`config.mk`:
```
export PLATFORM = sky130hd
export DESIGN_NAME = mole_hit_judge
export DESIGN_NICKNAME = d
export VERILOG_FILES = /design/src/rtl/mole_pkg.sv /design/src/rtl/btn_sync_edge.sv /design/src/rtl/mole_hit_judge.sv
export SDC_FILE = /design/constraint.sdc
export NUM_CORES = 1
export LEC_CHECK = 0
export ABC_AREA = 1
export ABC_CLOCK_PERIOD_IN_PS = 1800
export BUFFER_PORTS_ARGS = -buffer_cell sky130_fd_sc_hd__buf_4
export CAP_MARGIN = 30
export CORE_MARGIN = 3
export CORE_UTILIZATION = 30
export DETAILED_ROUTE_END_ITERATION = 8
export GPL_TIMING_DRIVEN = 1
export PLACE_DENSITY = 0.52
export SETUP_SLACK_MARGIN = 0.02
export SYNTH_ARGS = -nofsm -noshare
export SYNTH_HDL_FRONTEND = slang
export SYNTH_SLANG_ARGS = --single-unit
```
`constraint.sdc`:
```
create_clock -name clkGlobal -period 1.8 [get_ports clkGlobal]
set_input_delay 0.09 -clock clkGlobal [delete_from_list [all_inputs] [get_ports clkGlobal]]
set_output_delay 0.09 -clock clkGlobal [all_outputs]
set_load 0.05 [all_outputs]
```
`src/rtl/mole_pkg.sv`:
```
// -----------------------------------------------------------------------------
// mole_pkg
// Shared types and helpers for the whack-a-mole hit judge.
//   state_t   : judge FSM states (IDLE, UP, FLASH, OVER)
//   NUM_MOLES : number of mole positions / push-buttons
//   onehot5   : mole index 0..4 -> one-hot LED pattern, anything else -> 0
// -----------------------------------------------------------------------------
package mole_pkg;

    localparam int NUM_MOLES = 5;

    typedef enum logic [1:0] {
        IDLE  = 2'd0,
        UP    = 2'd1,
        FLASH = 2'd2,
        OVER  = 2'd3
    } state_t;

    function automatic logic [NUM_MOLES-1:0] onehot5(input logic [2:0] idx);
        logic [NUM_MOLES-1:0] result;
        case (idx)
            3'd0:    result = 5'b00001;
            3'd1:    result = 5'b00010;
            3'd2:    result = 5'b00100;
            3'd3:    result = 5'b01000;
            3'd4:    result = 5'b10000;
            default: result = 5'b00000;
        endcase
        return result;
    endfunction

endpackage

```
`src/rtl/btn_sync_edge.sv`:
```
// -----------------------------------------------------------------------------
// btn_sync_edge
// Conditions asynchronous push-buttons: a 2-flop synchronizer per bit, an
// optional debounce stage, then a registered rising-edge detect.
// Without debounce a press event appears 3 clocks after the button edge.
//
// Configuration macro:
//   MOLE_DEBOUNCE_EN - when defined, each synchronized bit must hold a new
//                      level for 2^16 clocks before that level is accepted.
//
// Ports:
//   clk    in   system clock
//   rst_n  in   asynchronous active-low reset
//   raw    in   WIDTH raw buttons, active-high, asynchronous to clk
//   pe     out  WIDTH one-cycle press events (rising edges)
// -----------------------------------------------------------------------------
module btn_sync_edge #(
    parameter int WIDTH = 5
) (
    input  logic             clk,
    input  logic             rst_n,
    input  logic [WIDTH-1:0] raw,
    output logic [WIDTH-1:0] pe
);

    logic [WIDTH-1:0] sync1;
    logic [WIDTH-1:0] sync2;
    logic [WIDTH-1:0] level;
    logic [WIDTH-1:0] level_d;

    always_ff @(posedge clk or negedge rst_n) begin
        if (!rst_n) begin
            sync1 <= '0;
            sync2 <= '0;
        end else begin
            sync1 <= raw;
            sync2 <= sync1;
        end
    end

`ifdef MOLE_DEBOUNCE_EN
    localparam int DB_W = 16;

    logic [WIDTH-1:0][DB_W-1:0] db_cnt;
    logic [WIDTH-1:0]           stable;

    // The counter runs only while the synchronized level disagrees with the
    // accepted level; any bounce back to the accepted level restarts it.
    always_ff @(posedge clk or negedge rst_n) begin
        if (!rst_n) begin
            db_cnt <= '0;
            stable <= '0;
        end else begin
            for (int i = 0; i < WIDTH; i++) begin
                if (sync2[i] != stable[i]) begin
                    if (db_cnt[i] == {DB_W{1'b1}}) begin
                        stable[i] <= sync2[i];
                        db_cnt[i] <= '0;
                    end else begin
                        db_cnt[i] <= db_cnt[i] + 1'b1;
                    end
                end else begin
                    db_cnt[i] <= '0;
                end
            end
        end
    end

    assign level = stable;
`else
    assign level = sync2;
`endif

    always_ff @(posedge clk or negedge rst_n) begin
        if (!rst_n) begin
            level_d <= '0;
            pe      <= '0;
        end else begin
            level_d <= level;
            pe      <= level & ~level_d;
        end
    end

endmodule

```
`src/rtl/mole_hit_judge.sv`:
```
// -----------------------------------------------------------------------------
// mole_hit_judge
// Judges each mole from the RNG block against the player's buttons: hit,
// wrong-button miss, timeout miss or abandoned-mole miss. Keeps a saturating
// score and a miss count, and raises gameOver after MAX_MISSES misses.
//
// State table:
//   IDLE  | no mole up, waiting for a valid moleValid strobe
//   UP    | mole LED lit, window timer running, judging every cycle
//   FLASH | feedback pause after a hit or miss, all inputs ignored
//   OVER  | game finished, everything ignored until reset
//
// Configuration macro:
//   MOLE_DEBOUNCE_EN - enables button debounce inside btn_sync_edge
//                      (adds 2^16 clocks of press latency).
//
// Ports:
//   clkGlobal  in   system clock, rising edge
//   resetN     in   asynchronous active-low reset
//   moleIdx    in   mole position, 0..4 valid, 5..7 ignored
//   moleValid  in   one-cycle strobe qualifying moleIdx
//   btn        in   raw push-buttons, active-high, asynchronous
//   ledOut     out  one-hot mole LED, 0 when no mole is up
//   hitPulse   out  one-cycle pulse per hit
//   missPulse  out  one-cycle pulse per miss
//   score      out  saturating hit count
//   misses     out  miss count
//   gameOver   out  high once misses reaches MAX_MISSES
// -----------------------------------------------------------------------------
module mole_hit_judge
    import mole_pkg::*;
#(
    parameter int WINDOW_CYCLES = 50_000_000,
    parameter int FLASH_CYCLES  = 12_500_000,
    parameter int MAX_MISSES    = 5,
    parameter int SCORE_W       = 8
) (
    input  logic               clkGlobal,
    input  logic               resetN,
    input  logic [2:0]         moleIdx,
    input  logic               moleValid,
    input  logic [4:0]         btn,
    output logic [4:0]         ledOut,
    output logic               hitPulse,
    output logic               missPulse,
    output logic [SCORE_W-1:0] score,
    output logic [2:0]         misses,
    output logic               gameOver
);

    localparam int TIMER_W = (WINDOW_CYCLES > 1) ? $clog2(WINDOW_CYCLES) : 1;
    localparam int FLASH_W = (FLASH_CYCLES > 1) ? $clog2(FLASH_CYCLES) : 1;

    localparam logic [TIMER_W-1:0] TIMER_LOAD = TIMER_W'(WINDOW_CYCLES - 1);
    localparam logic [FLASH_W-1:0] FLASH_LOAD = FLASH_W'(FLASH_CYCLES - 1);
    localparam logic [2:0]         MISS_LIMIT = 3'(MAX_MISSES);

    logic [NUM_MOLES-1:0] pe;
    logic [NUM_MOLES-1:0] mole_mask;
    logic [NUM_MOLES-1:0] new_mask;
    logic                 strobe_ok;
    logic [TIMER_W-1:0]   timer;
    logic [FLASH_W-1:0]   flash_cnt;
    state_t               state;

    btn_sync_edge #(
        .WIDTH (NUM_MOLES)
    ) u_btn_sync_edge (
        .clk   (clkGlobal),
        .rst_n (resetN),
        .raw   (btn),
        .pe    (pe)
    );

    // Out-of-range indices map to an all-zero mask, so they never count as a
    // mole: not in IDLE and not as an abandoning strobe in UP.
    assign new_mask  = onehot5(moleIdx);
    assign strobe_ok = moleValid && (new_mask != '0);

    always_ff @(posedge clkGlobal or negedge resetN) begin
        if (!resetN) begin
            state     <= IDLE;
            timer     <= '0;
            flash_cnt <= '0;
            mole_mask <= '0;
            ledOut    <= '0;
            hitPulse  <= 1'b0;
            missPulse <= 1'b0;
            score     <= '0;
            misses    <= '0;
            gameOver  <= 1'b0;
        end else begin
            hitPulse  <= 1'b0;
            missPulse <= 1'b0;

            case (state)
                IDLE: begin
                    if (strobe_ok) begin
                        mole_mask <= new_mask;
                        ledOut    <= new_mask;
                        timer     <= TIMER_LOAD;
                        state     <= UP;
                    end
                end

                UP: begin
                    // mole_mask is always exactly one bit here, so equality
                    // also rejects presses that add extra buttons.
                    if (pe == mole_mask) begin
                        hitPulse  <= 1'b1;
                        if (score != {SCORE_W{1'b1}}) begin
                            score <= score + 1'b1;
                        end
                        ledOut    <= '0;
                        flash_cnt <= FLASH_LOAD;
                        state     <= FLASH;
                    end else if ((pe != '0) || (timer == '0) || strobe_ok) begin
                        missPulse <= 1'b1;
                        if (misses != 3'd7) begin
                            misses <= misses + 3'd1;
                        end
                        ledOut    <= '0;
                        flash_cnt <= FLASH_LOAD;
                        state     <= FLASH;
                    end else begin
                        timer <= timer - 1'b1;
                    end
                end

                FLASH: begin
                    if (flash_cnt == '0) begin
                        if (misses >= MISS_LIMIT) begin
                            gameOver <= 1'b1;
                            state    <= OVER;
                        end else begin
                            state <= IDLE;
                        end
                    end else begin
                        flash_cnt <= flash_cnt - 1'b1;
                    end
                end

                OVER: begin
                    ledOut   <= '0;
                    gameOver <= 1'b1;
                end

                default: begin
                    state <= IDLE;
                end
            endcase
        end
    end

endmodule
```
=== Yosys cells after proc, flatten, opt, wreduce, memory -nomap -nowiden ===
Index checks and enable logic that the tools add are counted.

* Bits in registers: 96
* Latch bits: 0
* Memory bits (writable): 0
* ROM bits: 0
* Input port bits: 11
* Output and inout bits: 19
* Memories kept: 0

* $add $sub $neg: 4
* Multiply operators: 0
* Div/mod/pow operators: 0
* Order comparisons: 1
* Eq/ne operators: 17
* Shifts and indexed selects: 0
* Mux-type cells: 27
* Bitwise logic cells: 3
* Reductions and logical operators: 22

{| class="wikitable"
|+ Operators by type and width
! operator !! count
|-
| $mux 26 || 3
|-
| $mux 24 || 3
|-
| $pmux 26 s2 || 1
|-
| $pmux 24 s2 || 1
|-
| $logic_not 26->1 || 1
|-
| $sub 26x1->26 const B || 1
|-
| $pmux 5 s5 || 1
|-
| $logic_not 24->1 || 1
|-
| $sub 24x1->24 const B || 1
|-
| $mux 5 || 3
|-
| $pmux 5 s3 || 1
|-
| $ne 2x2->1 const B || 6
|-
| $reduce_and 3->1 || 4
|-
| $reduce_and 4->1 || 3
|-
| $mux 2 || 5
|-
| $reduce_bool 5->1 || 2
|-
| $add 8x1->8 const B || 1
|-
| $ne 8x8->1 const B || 1
|-
| $mux 1 || 7
|-
| $eq 3x2->1 const B || 2
|-
| $ne 3x3->1 const B || 2
|-
| $pmux 2 s3 || 1
|-
| $reduce_bool 2->1 || 3
|-
| $reduce_bool 3->1 || 2
|-
| other kinds (16) || 18
|}

=== Logic depth before layout (Yosys ltp) ===
Gate-level depths: netlist (run 1).

* Depth in word-level cells: 8
* Depth in mapped cells: 12
* Mapped depth without buffers: 11

=== Cells and area by module ===
A second synthesis (run 1) with hierarchy kept.

* Cells, all modules: 757
* Area, all modules: 5620.4 um2

{| class="wikitable"
|+ Modules (own cells, without submodules)
! module !! times used !! cells each !! area an instance (um2)
|-
| mole_hit_judge || 1 || 727 || 5069.9
|-
| btn_sync_edge || 1 || 30 || 550.5
|}

=== Worst setup path after synthesis (run 1) ===
OpenSTA, ideal clock, no wires.

* Kind: register to register
* From: register score[0]
* To: register score[0]
* Library setup time: 0.143 ns
* Arrival time: 1.661 ns
* Required time: 1.657 ns
* Slack: -0.004 ns
* Cell stages (with the launch flop): 7
* Path buffers: 0
* Clock period less this slack: 1.804 ns
* Cell sequence: dfrtp_1 ha_1 nand2_1 nor2_1 nand3_1 nand2_1 xnor2_1

* Word-level cells in the longest chain between the ends: 2
* Elaborated cells on any way between the ends: 3

{| class="wikitable"
|+ Ends and longest elaborated chain
! what !! line !! source
|-
| from (decl) || mole_hit_judge.sv:46 || <nowiki>output logic [SCORE_W-1:0] score,</nowiki>
|-
| from (signal assigned) || mole_hit_judge.sv:112 || <nowiki>score <= score + 1'b1;</nowiki>
|-
| parallel branches: the longest is 2 deep, another holds $add 8x1->8 || n/a ||
|}

Parallel ways; which one is timed is not known.
A chain may end at the register's enable or synchronous reset.

=== Worst setup path after layout (run 1) ===
* From: register state[0]
* To: register timer[0]

* Word-level cells in the longest chain between the ends: 3
* Elaborated cells on any way between the ends: 8

{| class="wikitable"
|+ Ends and longest elaborated chain
! what !! line !! source
|-
| from (decl) || mole_hit_judge.sv:64 || <nowiki>state_t state;</nowiki>
|-
| from (signal assigned) || mole_hit_judge.sv:82 || <nowiki>state <= IDLE;</nowiki>
|-
| from (signal assigned) || mole_hit_judge.sv:102 || <nowiki>state <= UP;</nowiki>
|-
| from (signal assigned) || mole_hit_judge.sv:116 || <nowiki>state <= FLASH;</nowiki>
|-
| $eq 2x1->1 or $logic_not 2->1 (tied branches) || mole_hit_judge.sv:96 || <nowiki>case (state)</nowiki>
|-
| $ne 2x2->1 (no line) or $reduce_bool 2->1 (tied branches) || n/a ||
|-
| $reduce_and 4->1 (no line) || n/a ||
|-
| to (signal assigned) || mole_hit_judge.sv:126 || <nowiki>timer <= timer - 1'b1;</nowiki>
|-
| to (decl) || mole_hit_judge.sv:62 || <nowiki>logic [TIMER_W-1:0] timer;</nowiki>
|}

Several ways; a longest one is shown, not always the timed one.

==> results of run 1 <==
critical path, delay by kind of cell, from the launching register on:
kind | cells | cell delay (ns)
DFF | 1 | 0.40
buffers and inverters | 3 | 0.46
adders and majority gates | 1 | 0.16
and+or+nand+nor | 5 | 0.62
stage by stage:
| step | power [mW] | std cells | TNS [ns] |
|---|---|---|---|
| 2_1_floorplan | 7.02 | 740 | 0 |
| 3_3_place_gp | 8.89 | 1062 | -1.98 |
| 3_5_place_dp | 8.92 | 1062 | -2.66 |
| 4_1_cts | 11.8 | 1103 | 0 |
| 5_1_grt | 14.1 | 1126 | -0.229 |
| 6_report | 13.1 | 1126 | 0 |
cell usage after synthesis, types with 11 or more instances:
| cell type | number |
|---|---|
| nand2_1 | 245 |
| nor2_1 | 115 |
| dfrtp_1 | 96 |
| inv_1 | 57 |
| nand3_1 | 53 |
| nand4_1 | 20 |
| o21ai_1 | 14 |
| or2_2 | 14 |
| ha_1 | 13 |
| o21ai_0 | 13 |
| xnor2_1 | 13 |
| xor2_1 | 12 |
| o21ai_2 | 11 |
logic make-up (layout without fill, tap and decap cells):
family / count (synthesis) / after routing
xor gates and xnor gates: 25 / 25
adders and majority gates: 13 / 13
buffers and inverters: 75 / 226
and+or+nand+nor: 478 / 483
DFF: 96 / 96
AOI/OAI and AO/OA: 53 / 54
sequential cells by signal, indices dropped and copies added, names as in the netlist:
register                 count
gameOver                     1
hitPulse                     1
flash_cnt                   24
ledOut                       5
u_btn_sync_edge.pe           5
score                        8
u_btn_sync_edge.level        5
missPulse                    1
mole_mask                    5
state                        2
timer                       26
u_btn_sync_edge.level_d      5
misses                       3
u_btn_sync_edge.sync1        5
power groups by stage:
stage / logic [mW] / clock network, mW / registers (mW)
finish: 7.84 / 1.98 / 3.31
global route: 8.59 / 2.12 / 3.41
CTS: 6.49 / 2.06 / 3.28
detailed placement: 5.60 / 0 / 3.32
global placement: 5.57 / 0 / 3.32
floorplan: 3.27 / 0 / 3.76
cell type report:
type	count	area, µm²	area share
Tap cell	229	287	0.0364
Clock buffer	9	225	0.0286
Clock inverter	7	73.8	0.00938
Timing Repair Buffer	150	1360	0.172
Sequential cell	96	2410	0.306
Inverter	60	225	0.0286
Multi-Input combinational cell	575	3300	0.419
path summary, 6_finish.rpt:
kind                                                 endpoint  depth (start not counted)  slack [ns]
setup / recovery                         timer[0]$_DFFE_PN0P_                          9        0.03
hold / removal                       mole_mask[4]$_DFFE_PN0P_                          3        0.07
setup reg to reg                         timer[0]$_DFFE_PN0P_                          9        0.03
hold reg to reg            u_btn_sync_edge.level[2]$_DFF_PN0_                          0        0.35
max in group asynchronous     u_btn_sync_edge.pe[1]$_DFF_PN0_                          3        0.99
min in group asynchronous               timer[13]$_DFFE_PN0P_                          2        0.16
timing repair:
action	in CTS	in global routing
setup buffers	16	16
resized for setup	20	104
endpoints found under the setup margin	52	69
gates cloned	4	8
hold buffers	6	0
pin swaps	10	33
hold endpoints to repair	24	0
routing by layer:
layer	up-vias	track usage	wire length [µm]
li1	2664	-	-
met1	2428	0.199	7030
met2	95	0.254	7640
met3	18	0.0282	564
met4	0	0.0384	226
met5	-	0	0
==> metrics.md, run 1 <==
| Metric | Value |
|---|---|
| Synth Area in Simple Gates | `0.375` |
| Static Leak | `3.79 nW` |
| Initial Util | `0.307` |
| Worst slew pin tran | `a little over 0.6 ns` |
| Critical path capture point type | `flip-flop` |
| Critical Path Source | `state[0]$_DFFE_PN0P_` |
| Core Util, Final | `0.435` |
| Final Max Slew Viols | `0` |
| Slowest CP cell | `dfrtp_1` |
| Ant. Diodes | `0` |
| Sw frac | `0.455` |
| Routability congestion estimate | `approximately 0.8` |
| Synth Net Count | `764` |
| Tmin final | `between 1.5 and 2 ns` |
| Status | `finished clean` |
| Post-Route WL | `~15000 µm` |
| Layout cells sized above 1 | `0.338` |
| Iter 0 DRT Violations | `254` |
| DR vias/cell | `4.62` |
| Post-Place Worst Slack | `-0.122 ns` |
| Commonest non-fill, non-tap cell in the layout | `nand2_1` |
| Most frequent cells in the layout | `nand2_1, buf_4, nor2_1` |
| Largest family of logic cells by synthesized area | `simple AND/OR/NAND/NOR gates` |
| Internal | `between 7 and 8 mW` |
| Row count | `49` |
| Dominant cell type by area after synthesis | `dfrtp_1` |
| Worst stage delay on the critical path | `about 0.40 ns` |
| Clock buffer depth | `2` |
| Mux contribution to synthesized area | `0` |
| Sequential area share after synthesis | `0.433` |
| RSZ-0062 raised after global routing | `true` |
| Fmax | `about 0.56 GHz` |
| Logic pwr share | `0.597` |
| Headroom to the max-slew limit | `0.587` |
| Skew final | `between 0.007 and 0.008 ns` |
| Worst skew pair latency | `around 0.36 ns` |
| Async set-or-reset flop fraction in the synthesized netlist | `1.00` |
| Largest net degree at the start of global routing | `59` |
| Adder-cell share of the synthesized area | `0.0293` |
| HP Start | `moleIdx[2]` |
| Die Y-Extent | `142 µm` |
| DRC viols | `0` |
| Synth Area in XOR/XNOR | `0.0394` |
| Die Wd | `about 140 µm` |
| Synth Flop Type | `dfrtp_1` |
| First-pass GRT wire length | `around 24000 µm` |
| Unique masters post-synth | `34` |
| Switching Power | `approximately 6 mW` |
| Area share of the largest cell type after synthesis | `0.433` |
| CTS tree | `built` |
| Final WS setup | `0.0263 ns` |
| Worst hold slack | `roughly 0.075 ns` |
| Clock share of power | `0.151` |
| ANT nets after route | `0` |
| H-tree levels | `3` |
| Post-route cell area | `7870 µm²` |
| FF+latch count, synth | `96` |
| Startpoint Class | `flip-flop` |
| Max IR drop VDD | `0.652 mV` |
| DR pass1 iterations | `4` |
| Crit path required time | `between 2 and 2.5 ns` |
| Number of synthesized flops with an enable pin | `0` |
| Initial antenna violation count | `0` |
| Worst Hold Class | `input port to flip-flop` |
| Power Density | `~1700 nW/µm²` |
| Clk Tree Root Cell | `clkbuf_16` |
| CTS sink cnt | `96` |
| Critical path, cell by cell | `buf_4, ha_4, inv_2, nor2_4, nor2_4, nand2_8, clkbuf_16, nand2_1, nand2_1` |
| Maximum fanout along the worst path | `6` |
| DIE AREA | `slightly above 20000 µm²` |
| Clock transition at path regs | `0.08 ns` |
| Post-synthesis compound-gate area fraction | `0.0642` |
| Crit share post-route | `0.985` |
| Syn Area/Cell | `between 7 and 8 µm²` |
| Final HPWL DP | `~9700 µm` |
| Core Region | `about 18000 µm²` |
| Mapped Area | `5550 µm²` |
| WL/cell | `13.7 µm` |
| Grt total ovfl | `0` |
| Vias | `5205` |
| GRT Overall Usage | `0.150` |
| Number of global-route vias before repair | `around 4900` |
| Fillers | `around 1800` |
| Num CTS Buffers | `9` |
| Post-Syn Instances | `740` |
| Worst r2r src | `state[0]$_DFFE_PN0P_` |
| Synth top area cells | `dfrtp_1, nand2_1, nor2_1, nand3_1, inv_1` |
| Final Hold Viols | `0` |
| Placed Area | `approximately 6600 µm²` |
| Port Buf Inserts | `29` |
| Critical path arrival | `2.01 ns` |
| Post-layout nets | `between 900 and 1000` |
| Setup violators final | `0` |
| Share of power burned in registers | `0.252` |
| MaxCap Viol Count | `0` |
| Yosys warns | `0` |
| Area Overhead vs Synth | `41.8%` |
| I/O pin cnt | `30` |
| Setup CP Type | `flip-flop to flip-flop` |
No activity file was read; power rests on OpenSTA's default activity.
==> run 2, diff against run 1 <==
- HOLD_SLACK_MARGIN: default -> 0.08
- PLACE_DENSITY: 0.52 -> default
- SETUP_SLACK_MARGIN: 0.02 -> 0.3
==> run 2 against run 1 <==
  * Sequential power grew 2%
  * Critical path depth grew 1
  * Total power grew 2.0%
  * Non-clock buffer count shrank 6
  * Register-to-register slack is essentially flat
  * Worst hold slack gained 0.014 ns
  * Clock skew grew 0.0040 ns
  * First-iteration DRC count shrank 8.3%
  * Clock-buffer cell count is the same
  * Largest cell class unchanged
==> metrics.md, run 2 (synthesized netlist as in run 1, its figures left out) <==
| Metric | Value |
|---|---|
| Critical path buffers and inverters | `2 (was 3)` |
| Post-layout nets | `909 (was 916)` |
| Area Overhead vs Synth | `44.6% (was 41.8%)` |
| Core Util, Final | `0.444 (was 0.435)` |
| Post-Place Worst Slack | `-0.154 ns (was -0.122 ns)` |
| CTS tree | `built (unchanged)` |
| Most frequent cells in the layout | `nand2_1, buf_4, dfrtp_1 (was nand2_1, buf_4, nor2_1)` |
| Initial Util | `0.307 (unchanged)` |
| Crit path required time | `2.09 ns (was 2.04 ns)` |
| Post-Route WL | `15100 µm (was 15500 µm)` |
| DIE AREA | `20200 µm² (unchanged)` |
| Worst hold slack | `0.0889 ns (was 0.0746 ns)` |
| Row count | `49 (unchanged)` |
| Stages on worst setup path | `10 (was 9)` |
| Crit share post-route | `0.987 (was 0.985)` |
| Fmax | `0.563 GHz (was 0.564 GHz)` |
| DRC viols | `0 (unchanged)` |
| Worst slew pin tran | `0.323 ns (was 0.617 ns)` |
| Die Y-Extent | `142 µm (unchanged)` |
| Layout cells sized above 1 | `0.383 (was 0.338)` |
| Grt total ovfl | `0 (unchanged)` |
| Commonest non-fill, non-tap cell in the layout | `nand2_1 (unchanged)` |
| Reg-to-reg slack, setup | `0.02 ns (was 0.03 ns)` |
| H-tree levels | `3 (unchanged)` |
| Num CTS Buffers | `9 (unchanged)` |
| Placed cells | `1053 (was 1062)` |
| Worst skew pair latency | `0.36 ns (about the same)` |
| Setup violators final | `0 (unchanged)` |
| Critical path arrival | `2.06 ns (was 2.01 ns)` |
| Final Hold Viols | `0 (unchanged)` |
| Final HPWL DP | `9530 µm (was 9730 µm)` |
| Max IR drop VDD | `0.696 mV (was 0.652 mV)` |
| Number of global-route vias before repair | `5267 (was 4885)` |
| Startpoint Class | `flip-flop (unchanged)` |
| First-pass GRT wire length | `25500 µm (was 24300 µm)` |
| Initial antenna violation count | `0 (unchanged)` |
| ANT nets after route | `0 (unchanged)` |
| GRT Overall Usage | `0.156 (was 0.150)` |
| Clock buffer depth | `2 (unchanged)` |
| I/O pin cnt | `30 (unchanged)` |
| Slowest CP cell | `dfrtp_1 (unchanged)` |
| Reg-to-reg endpoint | `timer[17]$_DFFE_PN0P_ (was timer[0]$_DFFE_PN0P_)` |
| Port Buf Inserts | `29 (unchanged)` |
| DR pass1 iterations | `4 (unchanged)` |
| Clk Tree Root Cell | `clkbuf_16 (unchanged)` |
| MaxCap Viol Count | `0 (unchanged)` |
| Critical Path Source | `u_btn_sync_edge.pe[2]$_DFF_PN0_ (was state[0]$_DFFE_PN0P_)` |
| Fillers | `1751 (was 1796)` |
| Tmin final | `1.78 ns (was 1.77 ns)` |
| Max reg flops | `26 (unchanged)` |
| CP Capture Point | `timer[17]$_DFFE_PN0P_ (was timer[0]$_DFFE_PN0P_)` |
| Most flop-heavy register | `timer (unchanged)` |
| Die Wd | `142 µm (unchanged)` |
| Clock transition at path regs | `0.08 ns (about the same)` |
| CTS sink cnt | `96 (unchanged)` |
| Vias | `5230 (was 5205)` |
| Final Max Slew Viols | `0 (unchanged)` |
| Largest net degree at the start of global routing | `48 (was 59)` |
| Worst Hold Class | `input port to flip-flop (unchanged)` |
| Critical path capture point type | `flip-flop (unchanged)` |
| RSZ-0062 raised after global routing | `true (unchanged)` |
| Iter 0 DRT Violations | `233 (was 254)` |
| Static Leak | `3.79 nW (about the same)` |
| Post-route cell area | `8030 µm² (was 7870 µm²)` |
| Critical path, cell by cell | `nor2_1, nand2_1, nor2_1, nand2_2, o21bai_4, nand2_4, nand2_8, buf_12, clkbuf_16, o21ai_2 (was buf_4, ha_4, inv_2, nor2_4, nor2_4, nand2_8, clkbuf_16, nand2_1, nand2_1)` |
| Final WS setup | `0.0239 ns (was 0.0263 ns)` |
| CP delay by family, top | `simple AND/OR/NAND/NOR gates (unchanged)` |
| Headroom to the max-slew limit | `0.784 (was 0.587)` |
| Setup CP Type | `flip-flop to flip-flop (unchanged)` |
| Placed Area | `6580 µm² (was 6590 µm²)` |
| DR vias/cell | `4.67 (was 4.62)` |
| Worst stage delay on the critical path | `0.40 ns (about the same)` |
| Non-filler cells, final | `1119 (was 1126)` |
| Largest regs | `timer x26, flash_cnt x24, score x8 (unchanged)` |
| Status | `finished clean (unchanged)` |
| R2R depth | `10 (was 9)` |
| Core Region | `18100 µm² (unchanged)` |
| WL/cell | `13.5 µm (was 13.7 µm)` |
| Routability congestion estimate | `0.824 (was 0.800)` |
| Ant. Diodes | `0 (unchanged)` |
| Skew final | `0.0114 ns (was 0.00748 ns)` |
| Crit path top cell by count | `nor2_1` |
| Maximum fanout along the worst path | `8 (was 6)` |
| Worst r2r src | `u_btn_sync_edge.pe[2]$_DFF_PN0_ (was state[0]$_DFFE_PN0P_)` |
| Power Density | `1670 nW/µm² (about the same)` |
## run 2: cell count changes in the layout (fill, tap and decap cells not counted), sizes merged
cell         previous run  this run
buf                   140       134
dlygate4sd3             6         9
clkbuf                 13        10
nand2                 261       260
## run 2: layout make-up
cell class	count	area, µm²	area share
multi-input combinational	574	3450	0.429
sequential	96	2410	0.300
timing repair buffer	144	1350	0.168
tap	229	287	0.0357
inverter	60	230	0.0287
clock buffer	9	225	0.0280
clock inverter	7	81.3	0.0101
## run 2: metal layers
layer	routed length, µm	global-route usage	vias up
met4	356	0.0601	0
li1	-	-	2645
met1	6770	0.203	2481
met2	7590	0.262	77
met5	0	0	-
met3	417	0.0208	27
## run 2: timing repair
action,CTS,global route
setup buffers,26,6
gates cloned,8,1
pin swaps,33,25
resized for setup,95,68
setup endpoints to repair,68,75
endpoints found under the hold margin,104,0
hold buffers,9,0
## run 2: power breakdown
part / internal (mW) / switching, mW
Combinational: 3.50 / 4.56
Clock: 0.994 / 0.984
Sequential: 2.80 / 0.559
Total: 7.30 / 6.10
## run 2: worst min path at each step
stage,slack [ns],endpoint,depth (start not counted),from
after global placement,-0.004,timer[8]$_DFFE_PN0P_,1,resetN
after floorplan,-0.21,flash_cnt[0]$_DFFE_PN0P_,0,resetN
after CTS,0.08,mole_mask[3]$_DFFE_PN0P_,3,moleIdx[0]
final,0.09,mole_mask[3]$_DFFE_PN0P_,3,moleIdx[0]
after detailed placement,-0.005,timer[11]$_DFFE_PN0P_,1,resetN
after global routing,0.10,mole_mask[1]$_DFFE_PN0P_,3,moleIdx[0]
## run 2: per-stage QoR
stage               TNS (ns)  power, mW
global placement       -2.71       8.87
CTS                        0       12.8
floorplan                  0       7.16
detailed placement     -3.28       8.97
global route          -0.588       14.4
finish                     0       13.4
## run 2: worst register-to-register path: cells and delay by family, from the launching register on
kind / cells / cell delay [ns]
and+or+nand+nor: 6 / 0.64
DFF: 1 / 0.40
AOI/OAI and AO/OA: 2 / 0.34
buffers and inverters: 2 / 0.31
==> run 3, diff against run 2 <==
--- a/config.mk
+++ b/config.mk
@@ -13,2 +13,3 @@
 export CORE_UTILIZATION = 30
+export CTS_BUF_LIST = sky130_fd_sc_hd__clkbuf_16
 export DETAILED_ROUTE_END_ITERATION = 8
==> constraint.sdc (replaced) <==
create_clock -name clkGlobal -period 1.8 [get_ports clkGlobal]
set_input_delay 0.36 -clock clkGlobal [delete_from_list [all_inputs] [get_ports clkGlobal]]
set_output_delay 0.36 -clock clkGlobal [all_outputs]
set_load 0.05 [all_outputs]
==> run 3 against run 2 <==
  * The flow now finishes with violations (negative setup slack)
  * Cell area grew 0.76%
  * Flip-flop and latch count is the same
  * Maximum frequency shrank 1.3%
  * Global-route usage shrank 0.82 points
  * Core utilization grew 0.34 points
  * First-iteration DRC count grew 83%
  * Sequential power shrank 1%
  * Critical path type unchanged
  * Critical endpoint is now timer[18]$_DFFE_PN0P_
  * Largest power group unchanged
==> metrics.md, run 3 (synthesized netlist as in run 1, its figures left out) <==
| Metric | Value |
|---|---|
| GRT Overall Usage | `0.147 (was 0.156)` |
| Startpoint Class | `flip-flop (unchanged)` |
| Routability congestion estimate | `0.883 (was 0.824)` |
| Setup TNS | `-0.000297 ns (was 0 ns)` |
| CTS tree | `built (unchanged)` |
| Final WS setup | `-0.000297 ns (was 0.0239 ns)` |
| Static Leak | `3.85 nW (was 3.79 nW)` |
| Non-filler cells, final | `1126 (was 1119)` |
| Worst Hold Class | `input port to flip-flop (unchanged)` |
| Fmax | `0.555 GHz (was 0.563 GHz)` |
| Die Wd | `142 µm (unchanged)` |
| Maximum fanout along the worst path | `5 (was 8)` |
| DR vias/cell | `4.70 (was 4.67)` |
| Layout cells sized above 1 | `0.381 (was 0.383)` |
| DIE AREA | `20200 µm² (unchanged)` |
| Post-layout nets | `916 (was 909)` |
| Setup CP Type | `flip-flop to flip-flop (unchanged)` |
| Area Overhead vs Synth | `45.8% (was 44.6%)` |
| Critical path arrival | `2.06 ns (about the same)` |
| Max reg flops | `26 (unchanged)` |
| DR pass1 iterations | `5 (was 4)` |
| Core Region | `18100 µm² (unchanged)` |
| First-pass GRT wire length | `24100 µm (was 25500 µm)` |
| H-tree levels | `3 (unchanged)` |
| Status | `finished, violations left (was finished clean)` |
| Power Density | `1700 nW/µm² (was 1670 nW/µm²)` |
| Initial Util | `0.307 (unchanged)` |
| Crit path required time | `2.06 ns (was 2.09 ns)` |
| Headroom to the max-slew limit | `0.782 (was 0.784)` |
| Commonest non-fill, non-tap cell in the layout | `nand2_1 (unchanged)` |
| Initial antenna violation count | `0 (unchanged)` |
| Most flop-heavy register | `timer (unchanged)` |
| Port Buf Inserts | `29 (unchanged)` |
| Worst slew pin tran | `0.326 ns (was 0.323 ns)` |
| Largest net degree at the start of global routing | `59 (was 48)` |
| Largest regs | `timer x26, flash_cnt x24, score x8 (unchanged)` |
| Core Util, Final | `0.448 (was 0.444)` |
| MaxCap Viol Count | `0 (unchanged)` |
| Setup violators final | `1 (was 0)` |
| CTS sink cnt | `96 (unchanged)` |
| Crit share post-route | `1.00 (was 0.987)` |
| Tmin final | `1.80 ns (was 1.78 ns)` |
| Grt total ovfl | `0 (unchanged)` |
| ANT nets after route | `0 (unchanged)` |
| Clk Tree Root Cell | `clkbuf_16 (unchanged)` |
| Final Max Slew Viols | `0 (unchanged)` |
| WL/cell | `13.6 µm (was 13.5 µm)` |
| Num CTS Buffers | `9 (unchanged)` |
| Worst skew pair latency | `0.36 ns (about the same)` |
| Failing checks | `negative setup slack` |
| Iter 0 DRT Violations | `427 (was 233)` |
| Row count | `49 (unchanged)` |
| I/O pin cnt | `30 (unchanged)` |
| Clock buffer depth | `2 (unchanged)` |
| Final Hold Viols | `0 (unchanged)` |
| Most frequent cells in the layout | `nand2_1, buf_4, dfrtp_1 (unchanged)` |
| Skew final | `0.0120 ns (was 0.0114 ns)` |
| Reg-to-reg slack, setup | `-0.0003 ns (was 0.02 ns)` |
| Max IR drop VDD | `0.693 mV (was 0.696 mV)` |
| Clock transition at path regs | `0.08 ns (about the same)` |
| Die Y-Extent | `142 µm (unchanged)` |
| Vias | `5289 (was 5230)` |
| DRC viols | `0 (unchanged)` |
| Critical path capture point type | `flip-flop (unchanged)` |
| Ant. Diodes | `0 (unchanged)` |
| Placed cells | `1057 (was 1053)` |
| RSZ-0062 raised after global routing | `true (unchanged)` |
| Number of global-route vias before repair | `5088 (was 5267)` |
| Post-Route WL | `15300 µm (was 15100 µm)` |
| Final HPWL DP | `9370 µm (was 9530 µm)` |
[run 3: changes by cell type in the layout (fill, tap and decap cells not counted), sizes merged]
cell | before | now
buf | 134 | 145
inv | 64 | 63
clkbuf | 10 | 13
clkinv | 3 | 4
dlygate4sd3 | 9 | 3
nand2 | 260 | 259
[run 3: routing by layer]
layer	track usage	routed length (µm)
met1	0.191	6790
met2	0.246	7600
met3	0.0218	544
met4	0.0606	348
met5	0	0
[run 3: where the power goes]
| group | leakage, nW | switching [mW] | internal (mW) |
|---|---|---|---|
| registers | 1.18 | 0.512 | 2.80 |
| logic | 2.51 | 4.64 | 3.70 |
| clock network | 0.158 | 1.06 | 1.03 |
[run 3: critical path: stages (launching register included)]
cell and delay, ns:
dfrtp_1 0.40, inv_2 0.08, ha_4 0.13, nand3_2 0.07
nor2_2 0.11, nand2_2 0.09, buf_6 0.13, o21bai_4 0.16
nand2_4 0.09, nand2_8 0.10, buf_6 0.13, clkbuf_16 0.15
o21ai_1 0.06
[run 3: final timing paths]
| kind | cells past startpoint | from | endpoint |
|---|---|---|---|
| min in group asynchronous | 2 | resetN | timer[15]$_DFFE_PN0P_ |
| max | 12 | timer[0]$_DFFE_PN0P_ | timer[18]$_DFFE_PN0P_ |
| max in group asynchronous | 3 | resetN | flash_cnt[12]$_DFFE_PN0P_ |
| min reg2reg | 0 | u_btn_sync_edge.sync1[1]$_DFF_PN0_ | u_btn_sync_edge.level[1]$_DFF_PN0_ |
| max reg2reg | 12 | timer[0]$_DFFE_PN0P_ | timer[18]$_DFFE_PN0P_ |
| min | 1 | btn[4] | u_btn_sync_edge.sync1[4]$_DFF_PN0_ |
[run 3: per-stage QoR]
step | hold slack [ns] | worst slack, ns | instance area [µm²] | power, mW
global placement | 0.203 | -0.0896 | 6620 | 8.92
CTS | 0.0802 | 0.0230 | 7460 | 12.4
floorplan | 0.0644 | 0.217 | 5630 | 7.16
finish | 0.0959 | -0.000297 | 8100 | 13.7
detailed placement | 0.202 | -0.121 | 6620 | 8.99
global route | 0.0821 | -0.0788 | 8100 | 14.7
[run 3: what timing repair did]
action / in CTS / in global routing
cloned: 4 / 6
gates resized for setup: 37 / 123
hold buffers: 2 / 1
endpoints found under the setup margin: 69 / 70
endpoints found under the hold margin: 39 / 1
pin swaps: 19 / 26
buffers inserted: 31 / 9
[run 3: layout make-up]
type                       instances  area [µm²]
multi-input combinational        573        3430
clock inverter                     7         104
sequential                        96        2410
timing repair buffer             152        1420
tap                              229         287
clock buffer                       9         225
inverter                          60         225
fill                            1724        9990
